[config.mk]
export PLATFORM = sky130hd
export DESIGN_NAME = controlador_acceso_parqueo
export DESIGN_NICKNAME = d
export VERILOG_FILES = /design/src/rtl/controlador_acceso_parqueo.sv
export SDC_FILE = /design/constraint.sdc
export NUM_CORES = 1
export LEC_CHECK = 0
export CORE_MARGIN = 2
export CORE_UTILIZATION = 40
export CTS_BUF_LIST = sky130_fd_sc_hd__clkbuf_4 sky130_fd_sc_hd__clkbuf_8
export CTS_CLUSTER_DIAMETER = 50
export DETAILED_ROUTE_END_ITERATION = 6
export PLACE_DENSITY = 0.67
export SYNTH_ARGS = -nofsm -noshare
export SYNTH_HDL_FRONTEND = slang
export SYNTH_SLANG_ARGS = --single-unit
[constraint.sdc]
create_clock -name clock -period 5.7 [get_ports clock]
set_input_delay 0.855 -clock clock [delete_from_list [all_inputs] [get_ports clock]]
set_output_delay 0.855 -clock clock [all_outputs]
set_load 0.03 [all_outputs]
[src/rtl/controlador_acceso_parqueo.sv]
// Parking-gate access controller: registered Moore FSM with a wrong-PIN
// attempt counter and a gate-open timeout counter.
//
// Ports:
//   clock                   : system clock, rising edge
//   reset                   : synchronous, active-high
//   sensor_llegada_vehiculo : vehicle present at the gate (level)
//   sensor_ingreso_vehiculo : vehicle crossing the gate (level)
//   clave_ingresada [15:0]  : entered PIN, valid when clave_lista=1
//   clave_lista             : one-cycle PIN strobe
//   senal_compuerta         : 1 = gate open
//   senal_alarma_pin        : sticky wrong-PIN alarm
//   senal_alarma_bloqueo    : tailgating / lock alarm
module controlador_acceso_parqueo #(
    parameter logic [15:0] CLAVE_CORRECTA = 16'h1234,
    parameter int          MAX_INTENTOS   = 3,
    parameter int          TIMEOUT_CICLOS = 1000
) (
    input  logic        clock,
    input  logic        reset,
    input  logic        sensor_llegada_vehiculo,
    input  logic        sensor_ingreso_vehiculo,
    input  logic [15:0] clave_ingresada,
    input  logic        clave_lista,
    output logic        senal_compuerta,
    output logic        senal_alarma_pin,
    output logic        senal_alarma_bloqueo
);

    localparam int CW = (TIMEOUT_CICLOS > 2) ? $clog2(TIMEOUT_CICLOS) : 1;

    localparam logic [1:0] ESPERA_VEHICULO   = 2'd0;
    localparam logic [1:0] ESPERA_CLAVE      = 2'd1;
    localparam logic [1:0] COMPUERTA_ABIERTA = 2'd2;
    localparam logic [1:0] BLOQUEO           = 2'd3;

    localparam logic [3:0]    INTENTOS_MAX = 4'(MAX_INTENTOS);
    localparam logic [CW-1:0] CNT_ULTIMO   = CW'(TIMEOUT_CICLOS - 1);

    logic [1:0]    state_q, state_d;
    logic [3:0]    intentos_q, intentos_d;
    logic [CW-1:0] cnt_timeout_q, cnt_timeout_d;
    logic          compuerta_q, compuerta_d;
    logic          alarma_pin_q, alarma_pin_d;
    logic          alarma_bloqueo_q, alarma_bloqueo_d;

    logic clave_ok;
    assign clave_ok = clave_lista && (clave_ingresada == CLAVE_CORRECTA);

    always_comb begin
        state_d       = state_q;
        intentos_d    = intentos_q;
        cnt_timeout_d = cnt_timeout_q;
        alarma_pin_d  = alarma_pin_q;

        case (state_q)
            ESPERA_VEHICULO: begin
                if (sensor_llegada_vehiculo) begin
                    state_d = ESPERA_CLAVE;
                end
            end
            ESPERA_CLAVE: begin
                // A PIN strobe takes precedence over the vehicle leaving.
                if (clave_ok) begin
                    state_d       = COMPUERTA_ABIERTA;
                    intentos_d    = 4'd0;
                    alarma_pin_d  = 1'b0;
                    cnt_timeout_d = '0;
                end else if (clave_lista) begin
                    if (intentos_q < INTENTOS_MAX) begin
                        intentos_d = intentos_q + 4'd1;
                    end
                    if (intentos_d == INTENTOS_MAX) begin
                        alarma_pin_d = 1'b1;
                    end
                end else if (!sensor_llegada_vehiculo && !alarma_pin_q) begin
                    // An active PIN alarm pins the FSM here until a good PIN.
                    state_d = ESPERA_VEHICULO;
                end
            end
            COMPUERTA_ABIERTA: begin
                cnt_timeout_d = cnt_timeout_q + CW'(1);
                if (sensor_ingreso_vehiculo && sensor_llegada_vehiculo) begin
                    state_d = BLOQUEO;
                end else if (sensor_ingreso_vehiculo) begin
                    state_d = ESPERA_VEHICULO;
                end else if (cnt_timeout_q == CNT_ULTIMO) begin
                    state_d = ESPERA_VEHICULO;
                end
            end
            BLOQUEO: begin
                if (clave_ok) begin
                    state_d    = ESPERA_VEHICULO;
                    intentos_d = 4'd0;
                end
            end
            default: begin
                state_d = ESPERA_VEHICULO;
            end
        endcase

        // Outputs are registered from the next state so they change on
        // the same edge as the state itself.
        compuerta_d      = (state_d == COMPUERTA_ABIERTA);
        alarma_bloqueo_d = (state_d == BLOQUEO);
    end

    always_ff @(posedge clock) begin
        if (reset) begin
            state_q          <= ESPERA_VEHICULO;
            intentos_q       <= 4'd0;
            cnt_timeout_q    <= '0;
            compuerta_q      <= 1'b0;
            alarma_pin_q     <= 1'b0;
            alarma_bloqueo_q <= 1'b0;
        end else begin
            state_q          <= state_d;
            intentos_q       <= intentos_d;
            cnt_timeout_q    <= cnt_timeout_d;
            compuerta_q      <= compuerta_d;
            alarma_pin_q     <= alarma_pin_d;
            alarma_bloqueo_q <= alarma_bloqueo_d;
        end
    end

    assign senal_compuerta      = compuerta_q;
    assign senal_alarma_pin     = alarma_pin_q;
    assign senal_alarma_bloqueo = alarma_bloqueo_q;

endmodule

[Yosys cells after proc, flatten, opt, wreduce, memory -nomap -nowiden]
Cells that the tools add are included.
Widths: inputs -> output; s select.
Cells by class
  $add $sub $neg: 2
  eq/ne operators: 11
  $lt $le $gt $ge: 1
  muxes and demuxes: 22
  reduce and logical (&&, ||, !) cells: 13
Operators by type and width (number)
  $mux 4: 7
  $pmux 10 s2: 1
  $eq 16x13->1 const B: 1
  $mux 2: 8
  $add 10x1->10 const B: 1
  $eq 10x10->1 const B: 1
  $mux 10: 1
  $eq 2x2->1 const B: 4
  $pmux 2 s4: 1
  $pmux 4 s2: 1
  $reduce_bool 2->1: 4
  $reduce_and 3->1: 2
  $add 4x1->4 const B: 1
  $eq 4x2->1 const B: 1
  $lt 4x2->1 const B: 1
  $ne 2x2->1 const B: 2
  $logic_and 1x1->1: 3
  $mux 1: 3
  $ne 3x3->1 const B: 1
  $eq 2x1->1 const B: 1
  $logic_not 1->1: 2
  $logic_not 2->1: 1
  $reduce_and 2->1: 1
Word-level totals
  output and inout bits: 3
  register bits: 19

[Longest topological paths before layout]
  depth after elaboration: 9
  gate-level depth with buffers: 7

[Least setup slack after synthesis]
No wires, ideal clock.
  kind: input-to-reg
  start: in clave_ingresada[8]
  end: reg alarma_bloqueo_q (netlist: senal_alarma_bloqueo)
  library setup time: 130 ps
  arrival time: 2273 ps
  path slack: 3298 ps
  stages: 5
  cell sequence: or4b_4 -> nor4_4 -> nand2_2 -> a311oi_2 -> nor3_1
On the way
  word-level cells in the longest chain between the ends: 5
Ends and longest elaborated chain
  start, declared: line 23  | input logic [15:0] clave_ingresada,
  $eq 16x13->1 *: line 48  | assign clave_ok = clave_lista && (clave_ingresada == CLAVE_CORRECTA);
  $logic_and 1x1->1 *: line 48
  $mux 2, on equally long branches: line 92, 64
  $pmux 2 s4 *: line 56  | case (state_q)
  $eq 2x2->1 *: line 105  | alarma_bloqueo_d = (state_d == BLOQUEO);
  end signal, assigned: line 122  | alarma_bloqueo_q <= alarma_bloqueo_d;
  end, declared: line 45  | logic alarma_bloqueo_q, alarma_bloqueo_d;
Mark *: on every way between the ends. The rest lies on a longest branch, timed or not.
A chain may end at the register's enable or synchronous reset.

[Worst setup path after layout]
  start: in clave_ingresada[8]
  end: reg compuerta_q (netlist: senal_compuerta)
On the way
  word-level cells in the longest chain between the ends: 5
Ends and longest elaborated chain
  $eq 16x13->1 *: line 48
  $logic_and 1x1->1 *: line 48
  $mux 2, on equally long branches: line 92, 64
  $pmux 2 s4 *: line 56
  $eq 2x2->1 *: line 104  | compuerta_d = (state_d == COMPUERTA_ABIERTA);
  end signal, assigned: line 120  | compuerta_q <= compuerta_d;
  end, declared: line 43  | logic compuerta_q, compuerta_d;
Marked as above.

==> metrics.md <==
| Metric | Value |
|---|---|
| Max cap viols | 0 |
| Routed len/inst | 12.97 um |
| Clk_skew | 4.487 ps |
| Power density cells | 187.5 nW/um2 |
| Unique cell type count in the Yosys netlist | 32 |
| DR DRC count | 0 |
| Dpl hpwl | 1.709 mm |
| Final min period | 2641 ps |
| XOR/XNOR share of the synthesized area | 0.8951% |
| Die width | 53.46 um |
| CP Launch Type | input port |
| Core Area | 2255 um2 |
| Fin crit share | 46.33% |
| Sum of negative setup slack | 0 ps |
| Gates resized, CTS repair | 0 |
| Post-CTS Setup Inserts | 0 |
| Slowest cell on crit path | or4b_4 |
| CP Class | in2reg |
| Adder-cell share of the synthesized area | 2.558% |
| Worst rel slew slack | 54.61% |
| Most common cell after layout, fill and taps aside | clkdlybuf4s50_1 |
| Antenna violations before repair | 0 |
| RSZ-0062 raised after global routing | false |
| Final core occ | 55.60% |
| Initial Util | 43.40% |
| Root buf cell | clkbuf_4 |
| WL final | 2.230 mm |
| Mux contribution to synthesized area | 2.046% |
| Status | completed |
| Most frequent cells in the layout | 23 x clkdlybuf4s50_1, 19 x dfxtp_1, 15 x a21oi_1 |
| Seq. cell area | 380.4 um2 |
| Post-synthesis cell count | 122 |
| Die ar. | 2858 um2 |
| Initial DRT Pass Iterations | 4 |
| First-pass GRT wire length | 3.822 mm |
| Clock-pin slew on the worst setup and hold paths | 110 ps |
| Syn avg cell area | 8.020 um2 |
| Crit. End Element | flip-flop |
| Net count, final | 168 |
| Final Max Tran Viols | 0 |
| Vias in the first global route | 893 |
| Vias | 963 |
| Clk sink count | 19 |
| Peak VDD IR | 0.08797 mV |
| Synthesized area | 978.4 um2 |
| # rows | 17 |
| I/O Pins | 24 |
| Largest family of logic cells by synthesized area | simple AND/OR/NAND/NOR gates |
| TritonCTS Buffers | 3 |
| Cts hold-fix bufs | 0 |
| Gpl congestion | 0.8042 |
| Flops & latches, synth | 19 |
| Seq/Total Area, Yosys | 38.87% |
| Critical path cell sequence | clkdlybuf4s50_1 -> or4b_4 -> nor4_4 -> nand2_2 -> a311oi_2 -> nor3_1 |
| F_max | 378.7 MHz |
| Detail Route Antenna Nets | 0 |
| Leak pwr | 0.4499 nW |
| Synth Area in Compound Gates | 16.62% |
| TritonCTS clock tree | yes |
| DP Cell Count | 168 |
| N_diodes | 0 |
| Synth Net Count | 145 |
| Largest net degree at the start of global routing | 19 |
| Clock buffer depth | 2 |
| Worst Hold Class | reg2reg |
| Multi-input gate area | 566.8 um2 |
| Share of cells above drive strength 1 | 6.944% |
| PortBufs | 23 |
| Skew-Pair Late Insertion Delay | 300 ps |
| Fraction of the mapped netlist area in simple logic gates | 35.81% |
| GRT Resource Usage Total | 18.86% |
| Final setup vio count | 0 |
| Req. time, crit path | 5870 ps |
| Arrival @ worst endpoint | 2820 ps |
| Slowest Stage Delay on Critical Path | 550 ps |
| Die Y-Extent | 53.46 um |
| Area grow syn2layout | 28.13% |
| Final Hold Vio Count | 0 |
| Slew @ Worst Pin | 678.7 ps |
| H-tree depth | 1 |
| Synth Warn # | 0 |
| Grt ovf | 0 |
| Final Non-Filler Cells | 172 |
| DR iter-0 viols | 18 |
| Via-to-Cell Ratio | 5.599 |
| Crit-path max FO | 10 |
| Fill cells | 229 |
[sequential cells by signal, indices dropped and copies added (netlist names)]
name / count
state_q: 2
cnt_timeout_q: 10
senal_alarma_bloqueo: 1
intentos_q: 4
senal_alarma_pin: 1
senal_compuerta: 1
[cell usage after synthesis (all sizes together)]
cell type	number	area share [%]
a21oi	15	7.7
a2bb2oi	1	0.90
a311oi	4	4.2
a31oi	2	1.3
and2	3	1.9
and2b	2	1.5
and3	1	0.64
buf	1	0.51
clkbuf	4	1.5
dfxtp	19	39
ha	2	2.6
inv	3	1.2
mux2i	2	2.0
nand2	13	5.2
nand2b	3	1.9
nand3	6	3.1
nand4	1	0.64
nand4b	1	0.90
nor2	11	4.2
nor2b	2	1.3
nor3	9	4.6
nor4	4	4.1
o21ai	5	2.6
or2	2	1.3
or3	2	1.3
or4	1	0.77
or4b	2	2.4
xor2	1	0.90
[logic make-up (layout without fill, tap and decap cells)]
logic type / Yosys count / count (layout)
flip-flops: 19 / 19
multiplexers: 2 / 2
XOR/XNOR: 1 / 1
AO/OA/AOI/OAI: 27 / 27
adder cells (fa/ha/maj): 2 / 2
buffers and inverters: 8 / 30
AND/OR/NAND/NOR: 63 / 63
[per-layer routing]
layer | up-vias | global-route usage, % | part of all wire [%]
met1 | 445 | 22.87 | 44
met4 | 0 | 10.68 | 2.4
met3 | 5 | 2.542 | 5.2
met5 | - | 0 | 0
li1 | 484 | - | -
met2 | 29 | 31.48 | 49
[worst paths after layout]
kind,end,cells after the start,slack (ps),startpoint
setup / recovery,senal_compuerta,6,3060,clave_ingresada[8]
setup reg to reg,senal_compuerta,5,3920,state_q[1]
hold / removal,cnt_timeout_q[9],2,490,cnt_timeout_q[9]
hold reg to reg,cnt_timeout_q[9],2,490,cnt_timeout_q[9]
[worst max-delay path: cells and delay by family]
| family | cells | cell delay (ps) |
|---|---|---|
| AO/OA/AOI/OAI | 1 | 360 |
| buffers and inverters | 1 | 400 |
| AND/OR/NAND/NOR | 4 | 1210 |
[where the power goes]
group          leakage [nW]  total, mW  internal [mW]  switching, mW
logic                 0.278     0.0237         0.0156        0.00807
registers             0.153      0.136          0.134        0.00162
clock network        0.0184     0.0758         0.0321         0.0437
total                 0.450      0.235          0.182         0.0534
[metrics by stage]
stage | total power, mW | hold slack, ps | instance area [um2] | worst slack (ps)
global route | 0.2449 | 536.6 | 1254 | 2866
finish | 0.2351 | 493.2 | 1254 | 3059
floorplan | 0.1463 | 451.9 | 978.4 | 3298
global placement | 0.1619 | 473.8 | 1224 | 2738
detailed placement | 0.1624 | 473.0 | 1224 | 2710
CTS | 0.2357 | 490.5 | 1254 | 3044
[final cells by class]
class	instances	area share (%)
multi-input cells	95	45.21
repair buffers	23	18.36
inverters	3	0.8982
flip-flops and latches	19	30.34
well taps	28	2.794
clock buffers	4	2.395
No activity file was read; power rests on OpenSTA's default activity.
